<file path="src/rtl/adder_pkg.sv">
// Shared definitions for the digit-serial adder: FSM encoding, counter sizing
// and an elaboration-time parameter check.
package adder_pkg;

  typedef enum logic {
    STATE_IDLE = 1'b0,
    STATE_RUN  = 1'b1
  } state_t;

  // One spare bit keeps the counter legal when STEPS is a power of two or 1.
  function automatic int step_cnt_width(input int steps);
    return $clog2(steps) + 1;
  endfunction

endpackage

`define ADDER_PARAM_CHECK(W, D) \
  if ((D) < 1 || (D) > (W) || ((W) % (D)) != 0) begin : g_param_check \
    $error("serial_adder: WIDTH must be a positive multiple of DIGIT"); \
  end

</file>
<file path="src/rtl/digit_adder.sv">
// Combinational DIGIT-bit ripple adder built from chained 1-bit full-adder equations.
module digit_adder #(
  parameter int DIGIT = 4
) (
  input  logic [DIGIT-1:0] a,
  input  logic [DIGIT-1:0] b,
  input  logic             c_in,
  output logic [DIGIT-1:0] s,
  output logic             c_out
);

  logic [DIGIT:0] c;

  assign c[0] = c_in;

  for (genvar gi = 0; gi < DIGIT; gi++) begin : g_fa
    assign s[gi]   = a[gi] ^ b[gi] ^ c[gi];
    assign c[gi+1] = (a[gi] & b[gi]) | (c[gi] & (a[gi] ^ b[gi]));
  end

  assign c_out = c[DIGIT];

endmodule

</file>
<file path="src/rtl/serial_adder.sv">
// Digit-serial adder/subtractor: WIDTH-bit operands consumed DIGIT bits per clock
// with a registered inter-digit carry and a start/busy/done handshake.
module serial_adder
  import adder_pkg::*;
#(
  parameter int WIDTH       = 16,
  parameter int DIGIT       = 4,
  parameter bit SUBTRACT_EN = 1'b1
) (
  input  logic             clock,
  input  logic             reset,
  input  logic             start,
  input  logic [WIDTH-1:0] augend,
  input  logic [WIDTH-1:0] addend,
  input  logic             carry_in,
  input  logic             subtract,
  output logic             busy,
  output logic             done,
  output logic [WIDTH-1:0] sum,
  output logic             carry,
  output logic             overflow
);

  localparam int STEPS = WIDTH / DIGIT;
  localparam int CW    = step_cnt_width(STEPS);

  `ADDER_PARAM_CHECK(WIDTH, DIGIT)

  state_t           state_reg, state_next;
  logic [CW-1:0]    cnt_reg;
  logic [WIDTH-1:0] a_reg, b_reg, res_reg;
  logic             carry_reg;
  logic             a_msb_reg, b_msb_reg;
  logic [WIDTH-1:0] sum_reg;
  logic             carry_out_reg, overflow_reg, done_reg;

  logic             sub_eff;
  logic [WIDTH-1:0] b_eff;
  logic [DIGIT-1:0] dig_s;
  logic             dig_c;
  logic [WIDTH-1:0] dig_ext, res_next;
  logic             last_step;

  assign sub_eff   = SUBTRACT_EN && subtract;
  assign b_eff     = sub_eff ? ~addend : addend;
  assign last_step = (cnt_reg == CW'(STEPS - 1));

  digit_adder #(.DIGIT(DIGIT)) u_digit (
    .a     (a_reg[DIGIT-1:0]),
    .b     (b_reg[DIGIT-1:0]),
    .c_in  (carry_reg),
    .s     (dig_s),
    .c_out (dig_c)
  );

  // New digit enters at the MSB end so the LSB digit lands at the bottom after STEPS shifts.
  assign dig_ext  = WIDTH'(dig_s);
  assign res_next = (res_reg >> DIGIT) | (dig_ext << (WIDTH - DIGIT));

  always_ff @(posedge clock) begin
    if (reset) state_reg <= STATE_IDLE;
    else       state_reg <= state_next;
  end

  always_comb begin
    state_next = state_reg;
    case (state_reg)
      STATE_IDLE: if (start)     state_next = STATE_RUN;
      STATE_RUN:  if (last_step) state_next = STATE_IDLE;
      default:                   state_next = STATE_IDLE;
    endcase
  end

  always_ff @(posedge clock) begin
    if (reset) begin
      cnt_reg       <= '0;
      a_reg         <= '0;
      b_reg         <= '0;
      res_reg       <= '0;
      carry_reg     <= 1'b0;
      a_msb_reg     <= 1'b0;
      b_msb_reg     <= 1'b0;
      sum_reg       <= '0;
      carry_out_reg <= 1'b0;
      overflow_reg  <= 1'b0;
      done_reg      <= 1'b0;
    end else begin
      done_reg <= 1'b0;
      case (state_reg)
        STATE_IDLE: begin
          if (start) begin
            a_reg     <= augend;
            b_reg     <= b_eff;
            carry_reg <= sub_eff ? 1'b1 : carry_in;
            cnt_reg   <= '0;
            a_msb_reg <= augend[WIDTH-1];
            b_msb_reg <= b_eff[WIDTH-1];
          end
        end
        STATE_RUN: begin
          res_reg   <= res_next;
          carry_reg <= dig_c;
          a_reg     <= a_reg >> DIGIT;
          b_reg     <= b_reg >> DIGIT;
          cnt_reg   <= cnt_reg + CW'(1);
          if (last_step) begin
            sum_reg       <= res_next;
            carry_out_reg <= dig_c;
            overflow_reg  <= (a_msb_reg == b_msb_reg) && (res_next[WIDTH-1] != a_msb_reg);
            done_reg      <= 1'b1;
          end
        end
        default: ;
      endcase
    end
  end

  assign busy     = (state_reg == STATE_RUN);
  assign done     = done_reg;
  assign sum      = sum_reg;
  assign carry    = carry_out_reg;
  assign overflow = overflow_reg;

endmodule
</file>
<file path="config.mk">
export PLATFORM = sky130hd
export DESIGN_NAME = serial_adder
export DESIGN_NICKNAME = d
export VERILOG_FILES = /design/src/rtl/adder_pkg.sv /design/src/rtl/digit_adder.sv /design/src/rtl/serial_adder.sv
export SDC_FILE = /design/constraint.sdc
export NUM_CORES = 1
export LEC_CHECK = 0
export CORE_MARGIN = 2
export CORE_UTILIZATION = 43
export CTS_BUF_LIST = sky130_fd_sc_hd__clkbuf_2
export DETAILED_ROUTE_END_ITERATION = 6
export PLACE_DENSITY = 0.76
export SETUP_SLACK_MARGIN = 0.15
export SLEW_MARGIN = 20
export SYNTH_ARGS = -nofsm -noshare
export SYNTH_HDL_FRONTEND = slang
export SYNTH_SLANG_ARGS = --single-unit
</file>
<file path="constraint.sdc">
create_clock -name clock -period 2.4 [get_ports clock]
set_input_delay 0.48 -clock clock [delete_from_list [all_inputs] [get_ports clock]]
set_output_delay 0.48 -clock clock [all_outputs]
set_load 0.05 [all_outputs]
</file>
==> run_results.csv <==
group,metric,value,unit
cts,clock_path_buffers,2,
routing,wl_per_cell,12.1,um
layout,multi_input_area,0.00141,mm^2
yosys,ys_seq_area_frac,0.471,
yosys,ys_seq_elements,70,
global_route,grt_pass1_wl,9110,um
sta,setup_viol,0,
die,die_y,87.2,um
sta,slew_viol_final,0,
yosys,muxShareOfSynthArea,0.139,
critical_path,required,2790,ps
placement,dpl_cell_area,0.00354,mm^2
die,io_pins,57,
global_route,grt_pass1_vias,2027,
yosys,synthCells,297,
global_route,grt_max_degree,31,
sta,worst_slew_pin_slew,813,ps
die,fp.dieW,87.2,um
yosys,synth_area_leaders,"dfxtp_1 47%, mux2i_1 9.4%, nor2_1 6.7%",
yosys,ys.warnings.count,0,
power,power_leakage,0.00145,uW
layout,drive_gt1_frac,0.156,
yosys,synth_top_family_by_area,"multiplexers",
sta,fmax,435,MHz
run,max_cap_violations,0,
yosys,synth_largest_area_cell,"dfxtp_1",
yosys,ys_types,29,
die,die_area,0.00761,mm^2
cts,clkSinkCount,70,
yosys,synth-simple-area-share,0.108,
die,rows,30,
placement,gp_congestion,0.776,
placement,io_buffers,56,
critical_path,critPathMaxStageDelay,460,ps
layout,synthToLayoutAreaGrowth,22.6,%
critical_path,rrSetupSlack,100,ps
global_route,grt_usage,0.154,
critical_path,worstSetupEndpointType,"flop",
die,core_area,0.00676,mm^2
routing,dr.pass1.iters,4,
critical_path,crit_path_top_delay_cell,"fa_2",
layout,utilization,0.540,
yosys,syn_avg_cell_area,10.0,um^2
routing,ant_nets,0,
min_path,hp-class,"reg -> reg",
yosys,syn_nets,340,
critical_path,cp_common_cell,"fa_2",
layout,seq_area,0.00141,mm^2
sta,min_period,2300,ps
power,ir_drop,356,uV
routing,wirelength,5240,um
sta,max_slew_margin,0.458,
placement,hpwl,3750,um
cts,clkLatencyLatePin,480,ps
cts,cts_hold_buf,0,
yosys,synthXorXnorAreaFrac,0.0471,
sta,tns,0,ps
layout,insertedDiodeCount,0,
critical_path,cp_cell_sequence,"fa_2, inv_2, fa_2, inv_2, fa_2, inv_2, fa_2, and3_4, nor2_2, o21ai_1",
layout,finalInstanceArea,0.00365,mm^2
sta,hold_violations,0,
yosys,synth_compound_area_frac,0.134,
power,powerDensity,567,mW/mm^2
yosys,synth_top_area_frac,0.471,
critical_path,worstSetupStartpointType,"flop",
cts,cts_made_buffers,9,
routing,drt_iter0_drc,46,
cts,cts_root_buffer,"clkbuf_2",
yosys,synth-adder-area-share,0.0353,
layout,nNetsFinal,392,
critical_path,critPathMaxFanout,4,
critical_path,arrival,2690,ps
cts,htreeDepth,3,
sta,rsz0062_at_grt,"yes",
critical_path,crit_type,"reg -> reg",
routing,routed_via_density,5.02,
cts,cts_tree,"built",
routing,num_vias,2167,
die,start_util,0.441,
global_route,grt_overflow,0,
sta,fin_worst_skew,15.4,ps
sta,fin_crit_sh,0.958,
routing,drc,0,
yosys,syn_area,0.00298,mm^2
global_route,antenna_found_initial,0,
layout,fillers,597,
outcome,status,"completed",
cts,path_clk_slew,170,ps
## cells in the mapped netlist, drive strengths merged
library cell	instances
inv	9
and2b	1
o21ai	4
a211o	13
nor2b	1
mux2i	28
or2	2
clkbuf	6
a211oi	7
nor3	1
xnor2	16
fa	4
dfxtp	70
a21oi	15
buf	17
nor3b	1
and3	1
nand2	17
mux2	12
o31a	1
ha	2
nor2	53
nand2b	2
a22o	14
## final timing paths
check / start / to / cells after the start
worst max-delay path: a_reg[0] / overflow / 10
worst min-delay path: b_reg[10] / b_reg[6] / 2
worst max register to register: a_reg[0] / overflow / 10
worst min register to register: b_reg[10] / b_reg[6] / 2
## per-stage QoR
step,cells,worst slack (ps),hold slack [ps],total power (uW)
floorplan,297,158,441,1500
global placement,417,105,445,1580
detailed placement,417,47.6,453,1590
CTS,431,94.5,474,2080
global route,432,22.2,491,2190
finish,432,102,473,2070
## cell families (layout without fill, tap and decap cells)
| logic type | after synthesis | count (layout) |
|---|---|---|
| muxes | 40 | 40 |
| xor gates and xnor gates | 16 | 16 |
| buffers and inverters | 32 | 87 |
| adders and majority gates | 6 | 6 |
| and+or+nand+nor | 79 | 79 |
| DFF | 70 | 70 |
| AOI/OAI and AO/OA | 54 | 54 |
## power by group
| group | internal, uW | switching [uW] | total (uW) |
|---|---|---|---|
| clock network | 128 | 360 | 487 |
| registers | 1220 | 38.8 | 1260 |
| logic | 180 | 145 | 324 |
## metal layers
layer	up-vias	global-route usage	wire length (um)	share of wire
li1	1115	-	-	-
met1	982	0.192	2470	0.47
met2	65	0.242	2380	0.45
met3	5	0.0664	342	0.065
met4	0	0.0476	53	0.010
met5	-	0	0	0
## critical path, delay by kind of cell (launching register included)
| family | cells | cell delay [ps] |
|---|---|---|
| AO/OA/AOI/OAI | 1 | 50 |
| buffers and inverters | 3 | 170 |
| AND/OR/NAND/NOR | 2 | 280 |
| adder cells (fa/ha/maj) | 4 | 1360 |
| flip-flops | 1 | 360 |
## placed cells by master (no fill, tap or decap), types with 2 or more instances in the layout
cell type / n
clkdlybuf4s50_1: 53
ha_1: 2
clkinv_2: 2
a21oi_2: 2
nor2_1: 52
mux2i_1: 28
a21oi_1: 13
or2_2: 2
inv_1: 5
a211oi_1: 6
xnor2_1: 16
fa_2: 4
nand2b_1: 2
nand2_1: 17
a211o_1: 13
inv_2: 4
dfxtp_2: 4
mux2_2: 12
o21ai_0: 3
clkbuf_2: 11
dfxtp_1: 66
a22o_1: 14
buf_4: 7
## what timing repair did
action | 4_1_cts | 5_1_grt
cloned | 0 | 0
pin swaps | 5 | 7
resized for setup | 8 | 9
setup buffers | 0 | 1
setup endpoints to repair | 2 | 3
## layout make-up
type                       count  area share
inverter                       9     0.00926
clock inverter                 3     0.00377
multi-input combinational    195       0.386
tap                           80      0.0274
sequential                    70       0.385
clock buffer                  11      0.0151
timing repair buffer          64       0.173
Note: power is estimated with default switching activity, not from simulation.
==> patch 1 (config.mk and constraints unchanged) <==
Set the parameter `SUBTRACT_EN` to 1'b0 (it was 1'b1).
--- a/src/rtl/serial_adder.sv
+++ b/src/rtl/serial_adder.sv
@@ -6,5 +6,5 @@
   parameter int WIDTH       = 16,
   parameter int DIGIT       = 4,
-  parameter bit SUBTRACT_EN = 1'b1
+  parameter bit SUBTRACT_EN = 1'b0
 ) (
   input  logic             clock,
Behaviour: not the same (Yosys sat finds a counterexample within 10 cycles, from zero or initial values and one cycle with reset high).
==> patch 1 against the unedited design <==
Final area decreased by 0.21%; setup slack improved by 0.0021 ns; critical path depth unchanged; die area decreased by 3.6%; total power increased by 19%; via count decreased by 9.0%; sequential cell count unchanged; routed wire length decreased by 1.4%; synthesized area decreased by 3.7%; fmax about the same; count of clock-buffer cells in the layout decreased by 2; clock power increased by 94%; critical path type unchanged; critical endpoint unchanged.
==> patch 1: results (changes against the unedited design) <==
| Metric | Value |
|---|---|
| Largest net degree at the start of global routing | 52 (was 31) |
| Critical Path AT | 2.67 ns (was 2.69 ns) |
| Placed cells | 383 (was 417) |
| Clock Skews | 0.0109 ns (was 0.0154 ns) |
| Fillcell total | 573 (was 597) |
| # port buffers | 55 (was 56) |
| Post-synthesis sequential area ratio | 0.489 (was 0.471) |
| CTS Buf Count | 9 (unchanged) |
| Worst-Margin Slew | 0.729 ns (was 0.813 ns) |
| Worst-Skew Late Latency | 0.47 ns |
| Diode count | 0 (unchanged) |
| Synth area leaders | dfxtp_1 49%, mux2i_1 15%, mux2_2 9.4% (was dfxtp_1 47%, mux2i_1 9.4%, nor2_1 6.7%) |
| DR WL/cell | 12.9 um (was 12.1 um) |
| DR vias/cell | 4.94 (was 5.02) |
| R2R depth | 10 (unchanged) |
| Async set or reset register ratio after synthesis | 0 (unchanged) |
| Clk buf depth | 2 (unchanged) |
| P_leak | 1.46 nW (was 1.45 nW) |
| Worst-path clk slew | 0.17 ns (about the same) |
| Min-delay src | overflow (was b_reg[10]) |
| Reg2reg start | a_reg[0] (unchanged) |
| Share of post-route cells with drive strength above 1 | 0.196 (was 0.156) |
| Final Wtd Congestion | 0.699 (was 0.776) |
| CP max FO | 4 (unchanged) |
| Hold endpoint | overflow (was b_reg[6]) |
| Syn Inst Count | 262 (was 297) |
| # setup viols final | 0 (unchanged) |
| GRT Total Usage | 0.152 (was 0.154) |
| Int Pwr | 0.00192 W (was 0.00152 W) |
| Most frequent cells after synthesis | 70 x dfxtp_1, 50 x nor2_1, 44 x mux2i_1 (was 70 x dfxtp_1, 53 x nor2_1, 28 x mux2i_1) |
| Reg2reg end | overflow (unchanged) |
| DRT iter0 DRCs | 42 (was 46) |
| VDD IR max | 405 uV (was 356 uV) |
| Postcts setup bufs | 0 (unchanged) |
| Final Net Count | 360 (was 392) |
| Status | complete, no violations (unchanged) |
| R2R Setup Slk | 0.10 ns |
| Syn_nets | 305 (was 340) |
| Number of global-route vias before repair | 1958 (was 2027) |
| Hold Crit Depth | 2 (unchanged) |
| First-pass GRT wire length | 8760 um (was 9110 um) |
| Class of the worst hold path | flop to flop (unchanged) |
| Final Routed Wirelength | 5170 um (was 5240 um) |
| YS warnings | 0 (unchanged) |
| Detailed placement HPWL | 3500 um (was 3750 um) |
## patch 1: cell type report
type | instances | share of cell area
clock inverters | 7 | 0.0374
multi-input cells | 165 | 0.361
flip-flops and latches | 70 | 0.386
clock buffers | 9 | 0.0124
repair buffers | 61 | 0.166
well taps | 77 | 0.0265
inverters | 10 | 0.0117
## patch 1: kinds of logic after synthesis
family                   count (synthesis)  synth area share
AO/OA/AOI/OAI                           27            0.0725
adder cells (fa/ha/maj)                  6            0.0367
AND/OR/NAND/NOR                         64            0.0934
buffers and inverters                   27            0.0607
flip-flops                              70             0.489
multiplexers                            68             0.248
## patch 1: per-stage QoR
stage                     total power, W  cell area [sq um]  worst slack [ns]  hold slack, ns  utilization
after CTS                        0.00250               3640             0.107           0.448        0.570
after global routing             0.00258               3640           0.00550           0.482        0.570
after global placement           0.00154               3440            0.0698           0.445        0.538
final                            0.00247               3640             0.104           0.467        0.570
after floorplan                  0.00145               2870             0.158           0.442            -
after detailed placement         0.00154               3440            0.0301           0.441        0.538
## patch 1: power by group through the flow
stage               clock network, W  registers (W)  logic, W
detailed placement                 0        0.00126  0.000280
global route                 0.00102        0.00125  0.000313
global placement                   0        0.00126  0.000275
finish                      0.000947        0.00124  0.000283
floorplan                          0        0.00126  0.000189
CTS                         0.000976        0.00124  0.000288
## patch 1: worst max path at each step
stage,startpoint,endpoint,slack [ns],cells past startpoint
floorplan,a_reg[0],overflow,0.16,10
global placement,a_reg[0],overflow,0.07,10
detailed placement,a_reg[0],overflow,0.03,10
CTS,carry_reg,overflow,0.11,10
global route,a_reg[0],overflow,0.005,10
finish,a_reg[0],overflow,0.10,10
## patch 1: worst max-delay path: stages (launching register included)
cell and delay, ns:
dfxtp_2 0.37, fa_2 0.38, inv_2 0.06, fa_2 0.19, inv_2 0.04, fa_2 0.33
inv_2 0.07, fa_2 0.47, and3_4 0.19, nor2_2 0.07, o21ai_1 0.05
## patch 1: per-layer routing
| layer | vias to the layer above | share of wire | track usage |
|---|---|---|---|
| li1 | 1008 | - | - |
| met1 | 902 | 0.46 | 0.172 |
| met2 | 56 | 0.47 | 0.254 |
| met3 | 7 | 0.058 | 0.0606 |
| met4 | 0 | 0.014 | 0.0620 |
| met5 | - | 0 | 0 |
## patch 1: what timing repair did
item	in CTS	in global routing
gates resized for setup	13	0
pin swaps	5	4
setup endpoints to repair	2	2
==> patch 2 (same settings) <==
Made on the original files. Add an input register stage for `augend`, cleared by the reset; this delays it by one clock. The other inputs are not delayed to match.
--- a/src/rtl/serial_adder.sv
+++ b/src/rtl/serial_adder.sv
@@ -24,4 +24,14 @@
   localparam int STEPS = WIDTH / DIGIT;
   localparam int CW    = step_cnt_width(STEPS);
+
+  logic [WIDTH-1:0] augend_q;
+
+  always_ff @(posedge clock) begin
+    if (reset) begin
+      augend_q <= '0;
+    end else begin
+      augend_q <= augend;
+    end
+  end
 
   `ADDER_PARAM_CHECK(WIDTH, DIGIT)
@@ -90,9 +100,9 @@
         STATE_IDLE: begin
           if (start) begin
-            a_reg     <= augend;
+            a_reg     <= augend_q;
             b_reg     <= b_eff;
             carry_reg <= sub_eff ? 1'b1 : carry_in;
             cnt_reg   <= '0;
-            a_msb_reg <= augend[WIDTH-1];
+            a_msb_reg <= augend_q[WIDTH-1];
             b_msb_reg <= b_eff[WIDTH-1];
           end
Behaviour: not the same (a bounded check fails within 10 cycles, from zero or initial values and one cycle with reset high).
==> patch 2 against the unedited design <==
Routed wire length rose by 15%; utilization up 0.28 points; setup slack improved by 0.017 ns; sequential cell count rose by 16; non-clock buffer count is the same; critical path type unchanged; largest power group unchanged; final area grew 14%; synthesized area rose by 14%; count of clock-buffer cells in the layout down 2; via count increased by 8.0%; sequential share of layout area grew 2.8 points; total power rose by 29%; worst hold slack worse by 0.23 ns.
==> patch 2: results (changes against the unedited design) <==
| Metric | Value |
|---|---|
| Status | complete, no violations (unchanged) |
| Comb pwr share | 0.115 (was 0.157) |
| Worst-Margin Slew | 0.546 ns (was 0.813 ns) |
| Clock Power Share | 0.313 (was 0.236) |
| DR WL/cell | 12.4 um (was 12.1 um) |
| Count of different cell masters after synthesis | 32 (was 29) |
| DR vias/cell | 4.79 (was 5.02) |
| Final Wtd Congestion | 0.738 (was 0.776) |
| Clock Skews | 0.0228 ns (was 0.0154 ns) |
| First-pass GRT wire length | 9980 um (was 9110 um) |
| Met2 Resource Use GR | 0.241 (was 0.242) |
| Most frequent cells after synthesis | 86 x dfxtp_1, 52 x nor2_1, 27 x mux2i_1 (was 70 x dfxtp_1, 53 x nor2_1, 28 x mux2i_1) |
| Hold Slack | 0.241 ns (was 0.473 ns) |
| GRT Total Usage | 0.147 (was 0.154) |
| P_leak | 1.92 nW (was 1.45 nW) |
| Cell Pwr Density | 641 nW/um^2 (was 567 nW/um^2) |
| Crit path from | carry_reg (was a_reg[0]) |
| XOR/XNOR Fraction of Synth Area | 0.0412 (was 0.0471) |
| Critical Path AT | 2.72 ns (was 2.69 ns) |
| Compound-Gate Fraction of Synth Area | 0.120 (was 0.134) |
| Mapped Avg Cell Area | 10.2 sq um (was 10.0 sq um) |
| Mux contribution to synthesized area | 0.119 (was 0.139) |
| DRT iter0 DRCs | 102 (was 46) |
| Synth area leaders | dfxtp_1 51%, mux2i_1 7.9%, nor2_1 5.7% (was dfxtp_1 47%, mux2i_1 9.4%, nor2_1 6.7%) |
| Cts repair resizes | 12 (was 8) |
| Class of the worst hold path | input pin to flop (was flop to flop) |
| Dpl ws | 0.0147 ns (was 0.0476 ns) |
==> patch 2: cell types whose count changed in the layout (fill, tap and decap cells not counted), sizes merged, moves of 2 or more <==
cell / before / now
inv: 9 / 12
clkdlybuf4s50: 53 / 35
dfxtp: 70 / 86
dlymetal6s2s: 1 / 15
clkbuf: 11 / 9
dlygate4sd2: 0 / 3
bufinv: 0 / 2
nor2b: 1 / 16
==> patch 2: cell families after synthesis <==
family,count (synthesis)
AOI/OAI and AO/OA,56
xor gates and xnor gates,16
adders and majority gates,6
buffers and inverters,35
DFF,86
muxes,39
and+or+nand+nor,94
==> patch 2: layout make-up <==
| class | instances | area (sq um) |
|---|---|---|
| fill | 688 | 3510 |
| inverter | 10 | 37.5 |
| clock inverter | 7 | 95.1 |
| clock buffer | 9 | 45.0 |
| tap | 102 | 128 |
| sequential | 86 | 1730 |
| timing repair buffer | 64 | 642 |
| multi-input combinational | 211 | 1500 |
